===== src/rtl/mem_load_sequencer.sv =====
// Boot/load controller: streams 64-bit beats into instruction then data memory through the
// Datapath external-memory ports, releases the pipeline, and supervises the run until limit or halt.
module mem_load_sequencer #(
  parameter int PC_W       = 9,
  parameter int DM_ADDRESS = 9,
  parameter int INS_W      = 32,
  parameter int DATA_W     = 32,
  parameter int CNT_W      = 32
) (
  input  logic                    clk,
  input  logic                    reset,
  input  logic                    start,
  input  logic [PC_W-3:0]         inst_beats,
  input  logic [DM_ADDRESS-3:0]   data_beats,
  input  logic [CNT_W-1:0]        run_limit,
  input  logic                    halt,
  input  logic                    src_valid,
  input  logic [63:0]             src_data,
  output logic                    src_ready,
  output logic                    enable_load_ex_mem,
  output logic [PC_W-1:0]         InstExMemAddress,
  output logic [INS_W-1:0]        InstExMemData1,
  output logic [INS_W-1:0]        InstExMemData2,
  output logic [DM_ADDRESS-1:0]   DataExMemAddress,
  output logic [DATA_W-1:0]       DataExMemData1,
  output logic [DATA_W-1:0]       DataExMemData2,
  output logic                    busy,
  output logic                    done,
  output logic [CNT_W-1:0]        cycle_count
);

  localparam int BW = ((PC_W > DM_ADDRESS) ? PC_W : DM_ADDRESS) - 2;
  localparam logic [PC_W-3:0]       INST_ONE = 1;
  localparam logic [DM_ADDRESS-3:0] DATA_ONE = 1;

  typedef enum logic [2:0] {
    IDLE, LOAD_INST, LOAD_DATA, COMMIT, RUN, DONE
  } state_t;

  state_t                  state_q;
  logic [BW-1:0]           beat_q;
  logic [PC_W-3:0]         inst_beats_q;
  logic [DM_ADDRESS-3:0]   data_beats_q;
  logic [CNT_W-1:0]        run_limit_q;
  logic [CNT_W-1:0]        cycle_q;
  logic                    enable_q;
  logic [PC_W-1:0]         inst_addr_q;
  logic [INS_W-1:0]        inst_d1_q, inst_d2_q;
  logic [DM_ADDRESS-1:0]   data_addr_q;
  logic [DATA_W-1:0]       data_d1_q, data_d2_q;

  logic                    hs_d;
  logic                    last_inst_d, last_data_d;
  logic [BW-1:0]           beat_inc_d;
  logic [CNT_W-1:0]        cycle_inc_d;
  logic                    run_end_d;

  always_comb begin
    hs_d        = src_valid & src_ready;
    beat_inc_d  = beat_q + BW'(1);
    last_inst_d = (beat_q == BW'(inst_beats_q - INST_ONE));
    last_data_d = (beat_q == BW'(data_beats_q - DATA_ONE));
    cycle_inc_d = cycle_q + CNT_W'(1);
    // Ending on cycle_q+1 gives exactly run_limit cycles in RUN.
    run_end_d   = halt || ((run_limit_q != '0) && (cycle_inc_d == run_limit_q));
  end

  always_ff @(posedge clk or negedge reset) begin
    if (!reset) begin
      state_q      <= IDLE;
      beat_q       <= '0;
      inst_beats_q <= '0;
      data_beats_q <= '0;
      run_limit_q  <= '0;
      cycle_q      <= '0;
      enable_q     <= 1'b1;
      inst_addr_q  <= '0;
      inst_d1_q    <= '0;
      inst_d2_q    <= '0;
      data_addr_q  <= '0;
      data_d1_q    <= '0;
      data_d2_q    <= '0;
    end else begin
      case (state_q)
        IDLE, DONE: begin
          if (start) begin
            inst_beats_q <= inst_beats;
            data_beats_q <= data_beats;
            run_limit_q  <= run_limit;
            beat_q       <= '0;
            cycle_q      <= '0;
            enable_q     <= 1'b1;
            if (inst_beats != '0)      state_q <= LOAD_INST;
            else if (data_beats != '0) state_q <= LOAD_DATA;
            else                       state_q <= COMMIT;
          end
        end
        LOAD_INST: begin
          if (hs_d) begin
            // Byte address 8*beat; bits above PC_W are dropped so oversize loads wrap.
            inst_addr_q <= PC_W'({beat_q, 3'b000});
            inst_d1_q   <= INS_W'(src_data[31:0]);
            inst_d2_q   <= INS_W'(src_data[63:32]);
            if (last_inst_d) begin
              beat_q  <= '0;
              state_q <= (data_beats_q != '0) ? LOAD_DATA : COMMIT;
            end else begin
              beat_q  <= beat_inc_d;
            end
          end
        end
        LOAD_DATA: begin
          if (hs_d) begin
            data_addr_q <= DM_ADDRESS'({beat_q, 3'b000});
            data_d1_q   <= DATA_W'(src_data[31:0]);
            data_d2_q   <= DATA_W'(src_data[63:32]);
            if (last_data_d) begin
              beat_q  <= '0;
              state_q <= COMMIT;
            end else begin
              beat_q  <= beat_inc_d;
            end
          end
        end
        COMMIT: begin
          // The final pair is written this cycle; the pipeline leaves reset on the next.
          enable_q <= 1'b0;
          state_q  <= RUN;
        end
        RUN: begin
          cycle_q <= cycle_inc_d;
          if (run_end_d) state_q <= DONE;
        end
        default: state_q <= IDLE;
      endcase
    end
  end

  assign src_ready          = (state_q == LOAD_INST) || (state_q == LOAD_DATA);
  assign busy               = (state_q == LOAD_INST) || (state_q == LOAD_DATA) ||
                              (state_q == COMMIT)    || (state_q == RUN);
  assign done               = (state_q == DONE);
  assign enable_load_ex_mem = enable_q;
  assign InstExMemAddress   = inst_addr_q;
  assign InstExMemData1     = inst_d1_q;
  assign InstExMemData2     = inst_d2_q;
  assign DataExMemAddress   = data_addr_q;
  assign DataExMemData1     = data_d1_q;
  assign DataExMemData2     = data_d2_q;
  assign cycle_count        = cycle_q;

endmodule


===== config.mk =====
export PLATFORM = sky130hd
export DESIGN_NAME = mem_load_sequencer
export DESIGN_NICKNAME = d
export VERILOG_FILES = /design/src/rtl/mem_load_sequencer.sv
export SDC_FILE = /design/constraint.sdc
export NUM_CORES = 1
export LEC_CHECK = 0
export CAP_MARGIN = 30
export CORE_AREA = 4 4 214 216
export CTS_CLUSTER_DIAMETER = 60
export DETAILED_ROUTE_END_ITERATION = 10
export DIE_AREA = 0 0 218 220
export GPL_ROUTABILITY_DRIVEN = 0
export HOLD_SLACK_MARGIN = 0.03
export SLEW_MARGIN = 0
export SYNTH_ARGS = -nofsm -noshare
export SYNTH_HDL_FRONTEND = slang
export SYNTH_SLANG_ARGS = --single-unit

===== constraint.sdc =====
create_clock -name clk -period 6.6 [get_ports clk]
set_clock_uncertainty 0.05 [all_clocks]
set_input_delay 0.66 -clock clk [delete_from_list [all_inputs] [get_ports clk]]
set_output_delay 0.66 -clock clk [all_outputs]
set_load 0.02 [all_outputs]

==> summary.txt, run 1 <==
Outcome
  – Result of the run: completed

Cells and area
  – Diode count: 0
  – Fill count: around 4400
  – Multi-input logic area: approximately 4800 µm²
  – Final core occ: 0.351
  – Final Cell Area: roughly 15000 µm²
  – Area Overhead vs Synth: 41.7%
  – Share of layout cells above drive strength 1: 0.220
  – # nets final: 1316
  – Storage cell area: about 5700 µm²

Global route
  – Vias in the first global route: just under 9000
  – Total gr overflow: 0
  – Largest net degree at the start of global routing: 160
  – Gr usage total: 0.137
  – Wire length of the first global-routing pass: slightly above 50 mm
  – Initial antenna violation count: 2

Setup path
  – Worst R2R Setup Slack: 3.49 ns
  – CP Launch Type: register
  – Critical path peak fanout: 11
  – CP Capture Type: primary output
  – Reg-to-Reg End: state_q[0]
  – WP data required: 5.89 ns
  – Depth of the worst register-to-register path: 8
  – CP Data Arrival Time: 2.44 ns
  – Reg-to-reg critical path startpoint: cycle_count[0]
  – Crit path kind: reg2out

STA
  – RSZ-0062 raised after global routing: false
  – Final hold vios: 0
  – Worst Tran Pin Value: 0.955 ns
  – Final Critical Period: approximately 3.1 ns
  – WHS: roughly 0.45 ns
  – Setup TNS: 0 ns
  – Slew Limit Fails: 0
  – Worst slew margin: 0.363
  – Final setup viols: 0
  – Fin crit share: 0.477
  – Fmax achieved: ~320 MHz

Drt
  – Via count: 8448
  – Vias per std cell: 4.66
  – Initial DRC count: 460
  – 1st-pass router iterations: 5
  – ANT nets after route: 0
  – DRC viols: 0
  – WL per Instance: between 15 and 20 µm
  – Final wirelength: between 30 and 40 mm

Synth
  – Syn Inst Count: between 900 and 1000
  – Synthesized area: between 10000 and 15000 µm²
  – Synth cell types: 71
  – Seq/Total Area, Yosys: 0.526
  – Most used DFF post-synth: dfrtp_1
  – Syn. warnings: 0
  – Synth top area share: 0.524
  – Area leader, netlist: dfrtp_1
  – Seq cells post-synth: 229
  – Post-synthesis async set-or-reset flop share: 1.00
  – Syn_area_per_cell: 11.8 µm²
  – Top post-synthesis cells by area: dfrtp_1 (52%), mux2_2 (19%), xnor2_1 (3.1%), o21ai_0 (2.8%), xor2_1 (1.9%)
  – Post-synth EDFFs: 0

Floorplanning
  – Initial Utilization: 0.248
  – Top-Level Pins: approximately 300
  – Die Width: between 200 and 250 µm
  – Placeable Area: ~44000 µm²
  – FP Rows: 77
  – Die H: between 200 and 250 µm
  – Area of the die: about 48000 µm²

Power
  – Comb power frac: 0.431
  – Sw Ratio: 0.370
  – Sequential Power Share: 0.339
  – Leak pwr: ~6 nW
  – Final total power: 7.35 mW
  – P_int: 4.63 mW
  – Cell Pwr Density: approximately 480 nW/µm²
  – Worst VDD drop: 0.328 mV
  – Clock power share: 0.230
  – Net Switching: around 2.7 mW

Min path
  – Hold path start: InstExMemData2[2]
  – Hold Path Sink: InstExMemData2[2]
  – WHS Path Cells: 1
  – Hold/Removal Path Class: reg2reg

Place
  – Cell Area, Placed: ~14000 µm²
  – HPWL Detailed: approximately 25 mm
  – Port-buffer cells: 290

Clock tree
  – Hold_buf cts: 1
  – H-tree depth: 1
  – CTS Sinks: 229
  – CTS tree: done
  – Worst-path clk slew: about 0.06 ns
  – CTS Buf Count: 31
  – Skew-Pair Late Insertion Delay: ~0.57 ns
  – Cts repair resizes: 0
  – Clock buffer depth: 3
  – CTS Root Cell: clkbuf_16
  – Setup Buffers After CTS: 0

Job
  – MaxCap Viol Count: 0
## cell usage after synthesis, drive strengths merged (3+ instances only)
master,instances
mux2i,4
a21oi,16
clkbuf,45
xnor2,40
or4,5
inv,16
nor2,45
and3,12
nor4,20
dfrtp,228
a31oi,16
nand2,50
o31ai,16
and4,4
ha,4
nand3,22
o2111ai,3
nand4,21
nand2b,5
nor3,14
mux2,180
o41ai,4
xor2,24
and2,8
buf,20
nor3b,4
o21ai,60
## state kept, by name, summed over array words and instances (netlist names)
| name | cells |
|---|---|
| DataExMemData1 | 32 |
| DataExMemData2 | 32 |
| InstExMemData1 | 32 |
| InstExMemData2 | 32 |
| cycle_count | 32 |
| run_limit_q | 32 |
| beat_q | 7 |
| data_beats_q | 7 |
| inst_beats_q | 7 |
| DataExMemAddress | 6 |
| InstExMemAddress | 6 |
| state_q | 3 |
| enable_load_ex_mem | 1 |
## worst max-delay path, cell delays in order (launching register included)
cell and delay, ns:
dfrtp_1 0.59, or2b_2 0.38, a21oi_1 0.18, clkdlybuf4s50_1 0.70
## layout make-up
cell class / count / share of cell area
Multi-Input combinational cell: 618 / 0.311
Inverter: 16 / 0.00389
Clock buffer: 38 / 0.0559
Clock inverter: 20 / 0.0127
Sequential cell: 229 / 0.372
Timing Repair Buffer: 301 / 0.196
Tap cell: 592 / 0.0480
## placed cells by master (no fill, tap or decap), types with 17 or more instances in the layout
master             n
dfrtp_1          228
clkbuf_16         31
o21ai_0           60
nand4_1           19
mux2_2           180
nor2_1            44
xnor2_1           39
clkdlybuf4s50_1  289
xor2_1            24
nor4_1            17
nand2_1           50
nand3_1           22
## through the flow
step,instances,worst slack (ns)
after CTS,1814,3.37
after detailed placement,1755,3.15
final,1814,3.45
after global placement,1752,3.14
after global routing,1814,3.18
after floorplan,928,3.98
## how the worst max path moves through the flow
stage,start,endpoint,slack (ns),cells past startpoint
after floorplan,cycle_count[0],state_q[0],3.98,9
after global placement,src_valid,DataExMemAddress[6],3.14,5
after detailed placement,data_beats[2],state_q[0],3.15,9
after CTS,state_q[1],src_ready,3.37,3
after global routing,state_q[2],cycle_count[30],3.18,8
final,state_q[0],src_ready,3.45,3
## logic make-up (layout without fill, tap and decap cells)
group	Yosys count	count (layout)	synth area share
AOI/OAI and AO/OA	139	139	0.0794
xor gates and xnor gates	64	64	0.0522
adders and majority gates	5	5	0.00552
buffers and inverters	81	375	0.0368
DFF	229	229	0.526
muxes	184	184	0.190
other	1	6	0.000344
and+or+nand+nor	220	220	0.109
## routing by layer
metal	up-vias	share of wire	global-route usage
li1	3877	-	-
met1	4172	0.39	0.162
met2	342	0.47	0.223
met3	53	0.12	0.0656
met4	4	0.025	0.0360
met5	-	0.00062	0
## power by group through the flow
stage               sequential [mW]  combinational [mW]  clock [mW]
floorplan                      2.87                1.34           0
global placement               2.49                3.16           0
detailed placement             2.51                3.20           0
CTS                            2.50                3.22        1.74
global route                   2.57                3.42        1.79
finish                         2.49                3.17        1.69
(Power assumes the default switching activity.)
==> inputs of run 2 (changes only) <==
==> constraint.sdc (replaced) <==
create_clock -name clk -period 3.3 [get_ports clk]
set_clock_uncertainty 0.05 [all_clocks]
set_input_delay 0.33 -clock clk [delete_from_list [all_inputs] [get_ports clk]]
set_output_delay 0.33 -clock clk [all_outputs]
set_load 0.02 [all_outputs]
==> run 2 against run 1 <==
Compared with the run above: setup slack got worse by 3.0 ns; core utilization increased by 0.27 points; worst hold slack got worse by 0.17 ns; sequential share of layout area down 0.29 points; power is 100% higher; count of clock-buffer cells in the layout rose by 3; wire length is 0.33% higher; critical path type is now reg2reg; largest power group unchanged.
==> summary.txt, run 2 (synthesis gave the netlist of run 1 again) <==
STA
  – Setup TNS: 0 ns
  – Worst slew margin: 0.541
  – Fin crit share: 0.878
  – Worst Tran Pin Value: around 0.69 ns
  – Final hold vios: 0
  – RSZ-0062 raised after global routing: false
  – Slew Limit Fails: 0
  – Fmax achieved: 345 MHz
  – Final setup viols: 0
  – Final Critical Period: between 2 and 3 ns

Clock tree
  – Setup Buffers After CTS: 0
  – CTS Buf Count: 31
  – Cts repair resizes: 0
  – Hold_buf cts: 1
  – Clock buffer depth: 3
  – CTS Sinks: between 200 and 250
  – H-tree depth: 1
  – CTS Root Cell: clkbuf_16
  – Worst-path clk slew: 0.06 ns
  – Skew-Pair Late Insertion Delay: approximately 0.58 ns
  – CTS tree: done

Power
  – Sequential Power Share: 0.332
  – Cell Pwr Density: 961 nW/µm²
  – P_int: between 9 and 10 mW
  – Comb power frac: 0.427
  – Worst VDD drop: 0.565 mV
  – Leak pwr: just over 6 nW
  – Net Switching: about 5.4 mW
  – Clock power share: 0.242
  – Sw Ratio: 0.363

Drt
  – Via count: 8443
  – WL per Instance: 18.7 µm
  – DRC viols: 0
  – Vias per std cell: about 4.6
  – Initial DRC count: roughly 470
  – 1st-pass router iterations: 4
  – Final wirelength: about 34 mm
  – ANT nets after route: 0

Global route
  – Vias in the first global route: roughly 8900
  – Gr usage total: 0.138
  – Total gr overflow: 0
  – Wire length of the first global-routing pass: 52.5 mm
  – Largest net degree at the start of global routing: 83
  – Initial antenna violation count: 2

Setup path
  – CP Data Arrival Time: 3.34 ns
  – WP data required: 3.74 ns
  – Critical path's largest stage delay: approximately 0.6 ns
  – Slowest CP cell: or4_4
  – Crit path kind: reg2reg
  – CP Capture Type: register
  – CP Launch Type: register
  – Critical path's top delay family: simple AND/OR/NAND/NOR gates
  – Worst path bufs/invs: 0
  – CP cell instances: and3_1 > nand4_4 > or4_4 > xnor2_2 > o211ai_1 > nor4_1 > nand4_1 > a32oi_1
  – Critical path peak fanout: 11

Floorplanning
  – Top-Level Pins: between 200 and 300
  – Placeable Area: 43900 µm²
  – Die Width: 218 µm
  – FP Rows: 77
  – Area of the die: 48000 µm²
  – Die H: around 220 µm
  – Initial Utilization: 0.248

Outcome
  – Result of the run: completed

Min path
  – Hold/Removal Path Class: in2async

Cells and area
  – Commonest cells after routing, fill and taps aside: clkdlybuf4s50_1 (289), dfrtp_1 (228), mux2_2 (180), o21ai_0 (60), nand2_1 (50)
  – Leading cell type in the layout, fill and taps excluded: clkdlybuf4s50_1
  – Diode count: 0
  – Non-Filler Instances: 1820
  – Share of layout cells above drive strength 1: 0.221
  – Area Overhead vs Synth: 42.8%
  – # nets final: approximately 1300

Place
  – HPWL Detailed: roughly 25 mm
  – Inst Count DP: between 1500 and 2000
  – Port-buffer cells: slightly below 300

Job
  – MaxCap Viol Count: 0
-- run 2: worst paths after layout --
kind,slack [ns],end,depth (start not counted),from
max in group asynchronous,2.01,DataExMemData2[23],3,reset
max,0.40,state_q[0],8,cycle_count[8]
max reg2reg,0.40,state_q[0],8,cycle_count[8]
min reg2reg,0.45,DataExMemData2[19],1,DataExMemData2[19]
min in group clk,0.29,run_limit_q[28],3,run_limit[28]
min,0.29,run_limit_q[16],2,reset
-- run 2: per-layer routing --
metal	global-route usage	vias up	part of all wire
met5	0	-	0.00079
met4	0.0379	4	0.026
met3	0.0707	56	0.12
met2	0.219	351	0.46
met1	0.166	4150	0.39
li1	-	3882	-
-- run 2: area by class of cell --
class	instances	area (µm²)
Multi-Input combinational cell	618	4800
Clock buffer	41	873
Clock inverter	17	250
Tap cell	592	741
Inverter	16	60.1
Fill cell	4404	28400
Timing Repair Buffer	307	3090
Sequential cell	229	5730
-- run 2: power by group through the flow --
stage | Clock (mW) | Combinational, mW | Sequential (mW)
after CTS | 3.73 | 6.47 | 4.97
after detailed placement | 0 | 6.43 | 4.99
after global placement | 0 | 6.39 | 4.94
after global routing | 3.86 | 6.85 | 5.14
final | 3.61 | 6.37 | 4.95
after floorplan | 0 | 2.68 | 5.74
-- run 2: metrics by stage --
step	area [µm²]	setup WS [ns]	util	total power, mW	hold slack [ns]
5_1_grt	15500	0.162	0.354	15.9	0.297
3_3_place_gp	14400	0.424	0.328	11.3	0.347
4_1_cts	15500	0.386	0.354	15.2	0.245
3_5_place_dp	14400	0.339	0.328	11.4	0.350
2_1_floorplan	10900	0.677	-	8.42	-0.0156
6_report	15500	0.404	0.354	14.9	0.286
==> inputs of run 3 (changes only) <==
==> constraint.sdc (replaced) <==
create_clock -name clk -period 3.3 [get_ports clk]
set_clock_uncertainty 0.05 [all_clocks]
set_input_delay 0.33 -clock clk [delete_from_list [all_inputs] [get_ports clk]]
set_output_delay 0.33 -clock clk [all_outputs]
set_load 0.1 [all_outputs]
==> run 3 against run 2 <==
Compared with the run above: sequential share of layout area is 0.43 points lower; first-iteration DRC count is 20% lower; critical path type unchanged; final area is 1.2% higher.
==> summary.txt, run 3 (synthesis gave the netlist of run 1 again) <==
STA
  – Worst Tran Pin Value: between 1 and 1.5 ns
  – Slew Limit Fails: 0
  – Fin crit share: 0.879
  – Final hold vios: 0
  – Final WS setup: between 0.3 and 0.4 ns
  – Final Critical Period: 2.90 ns
  – Fmax achieved: approximately 340 MHz
  – RSZ-0062 raised after global routing: false
  – Worst slew margin: 0.306
  – Final setup viols: 0
  – Setup TNS: 0 ns

Cells and area
  – Area Overhead vs Synth: 44.4%
  – Leading cell type in the layout, fill and taps excluded: clkdlybuf4s50_1
  – Share of layout cells above drive strength 1: 0.244
  – Diode count: 0
  – Commonest cells after routing, fill and taps aside: clkdlybuf4s50_1 (267), dfrtp_1 (228), mux2_2 (180), o21ai_0 (60), nand2_1 (50)
  – # nets final: roughly 1300

Clock tree
  – Clock buffer depth: 3
  – Worst-path clk slew: 0.06 ns
  – CTS Sinks: 229
  – CTS tree: done
  – H-tree depth: 1
  – Setup Buffers After CTS: 0
  – CTS Root Cell: clkbuf_16
  – Skew-Pair Late Insertion Delay: slightly below 0.6 ns
  – CTS Buf Count: 31

Drt
  – Vias per std cell: between 4 and 5
  – Initial DRC count: about 380
  – Via count: around 8400
  – 1st-pass router iterations: 4
  – ANT nets after route: 0
  – DRC viols: 0
  – Final wirelength: about 34 mm
  – WL per Instance: approximately 19 µm

Setup path
  – Crit path kind: reg2reg
  – CP Launch Type: register
  – Critical path's largest stage delay: between 0.5 and 0.6 ns
  – Slowest CP cell: nor4_2
  – Critical path peak fanout: 8
  – CP Data Arrival Time: around 3.3 ns
  – WP data required: 3.74 ns
  – Worst path most repeated cell: nand4_1
  – CP cell instances: ha_1 > nand4_1 > nor4_2 > nand2_1 > xnor2_1 > o2111ai_1 > nor4_1 > nand4_1 > a32oi_1
  – CP Capture Type: register

Floorplanning
  – Placeable Area: around 44000 µm²
  – Area of the die: around 48000 µm²
  – Die H: between 200 and 250 µm
  – FP Rows: 77
  – Initial Utilization: 0.248
  – Top-Level Pins: approximately 300
  – Die Width: 218 µm

Place
  – Port-buffer cells: slightly below 300
  – HPWL Detailed: between 20 and 25 mm
  – Worst slack, placed: between 0.3 and 0.4 ns

Global route
  – Gr usage total: 0.140
  – Largest net degree at the start of global routing: slightly below 90
  – Total gr overflow: 0
  – Wire length of the first global-routing pass: 53.0 mm
  – Vias in the first global route: between 8000 and 9000
  – Initial antenna violation count: 1

Min path
  – Hold/Removal Path Class: in2reg

Outcome
  – Result of the run: completed

Job
  – MaxCap Viol Count: 0
## run 3: cell count changes in the layout (fill, tap and decap cells not counted), sizes merged
cell	previous run	this run
clkinvlp	0	2
clkdlybuf4s50	289	267
inv	21	19
buf	17	53
clkbuf	41	44
bufinv	5	2
clkinv	7	3
## run 3: worst paths after layout
| path | from | to | slack, ns | cells after the start |
|---|---|---|---|---|
| worst max-delay path | cycle_count[0] | state_q[0] | 0.40 | 9 |
| worst min-delay path | run_limit[28] | run_limit_q[28] | 0.27 | 3 |
| worst max register to register | cycle_count[0] | state_q[0] | 0.40 | 9 |
| worst min register to register | DataExMemData2[1] | DataExMemData2[1] | 0.45 | 1 |
| max in group asynchronous | reset | data_beats_q[3] | 2.01 | 3 |
| min in group asynchronous | reset | cycle_count[29] | 0.32 | 2 |
## run 3: timing repair
item                                   in CTS  in global routing
gates resized for setup                     0                  0
endpoints found under the hold margin      83                  0
hold buffers                                1                  0
## run 3: worst max-delay path, delay by kind of cell (launching register included)
kind,cells,cell delay [ns]
AOI/OAI and AO/OA,2,0.33
and+or+nand+nor,5,1.44
xor gates and xnor gates,1,0.21
adders and majority gates,1,0.31
DFF,1,0.47
## run 3: per-layer routing
metal / share of wire / vias up / wire length (µm) / GRT usage
li1: - / 3908 / - / -
met4: 0.024 / 2 / 828 / 0.0339
met3: 0.11 / 58 / 3930 / 0.0647
met1: 0.40 / 4117 / 13600 / 0.170
met2: 0.47 / 334 / 16000 / 0.228
met5: 0.00038 / - / 13 / 0
## run 3: metrics by stage
stage	cell area (µm²)	utilization	cells	hold slack, ns
after CTS	15600	0.354	1824	0.228
after detailed placement	14500	0.331	1769	0.340
final	15700	0.358	1830	0.266
after global placement	14400	0.327	1763	0.343
after global routing	15700	0.358	1830	0.275
after floorplan	10900	-	928	-0.0156
## run 3: layout make-up
cell class,count,area [µm²]
clock buffers,44,895
repair buffers,321,3370
fillers,4371,28200
flip-flops and latches,229,5730
well taps,592,741
multi-input cells,618,4800
clock inverters,10,135
inverters,16,60.1
Power of run 3 is not shown: default switching activity piles up to over one toggle a cycle in this logic, so the estimate is an artifact.
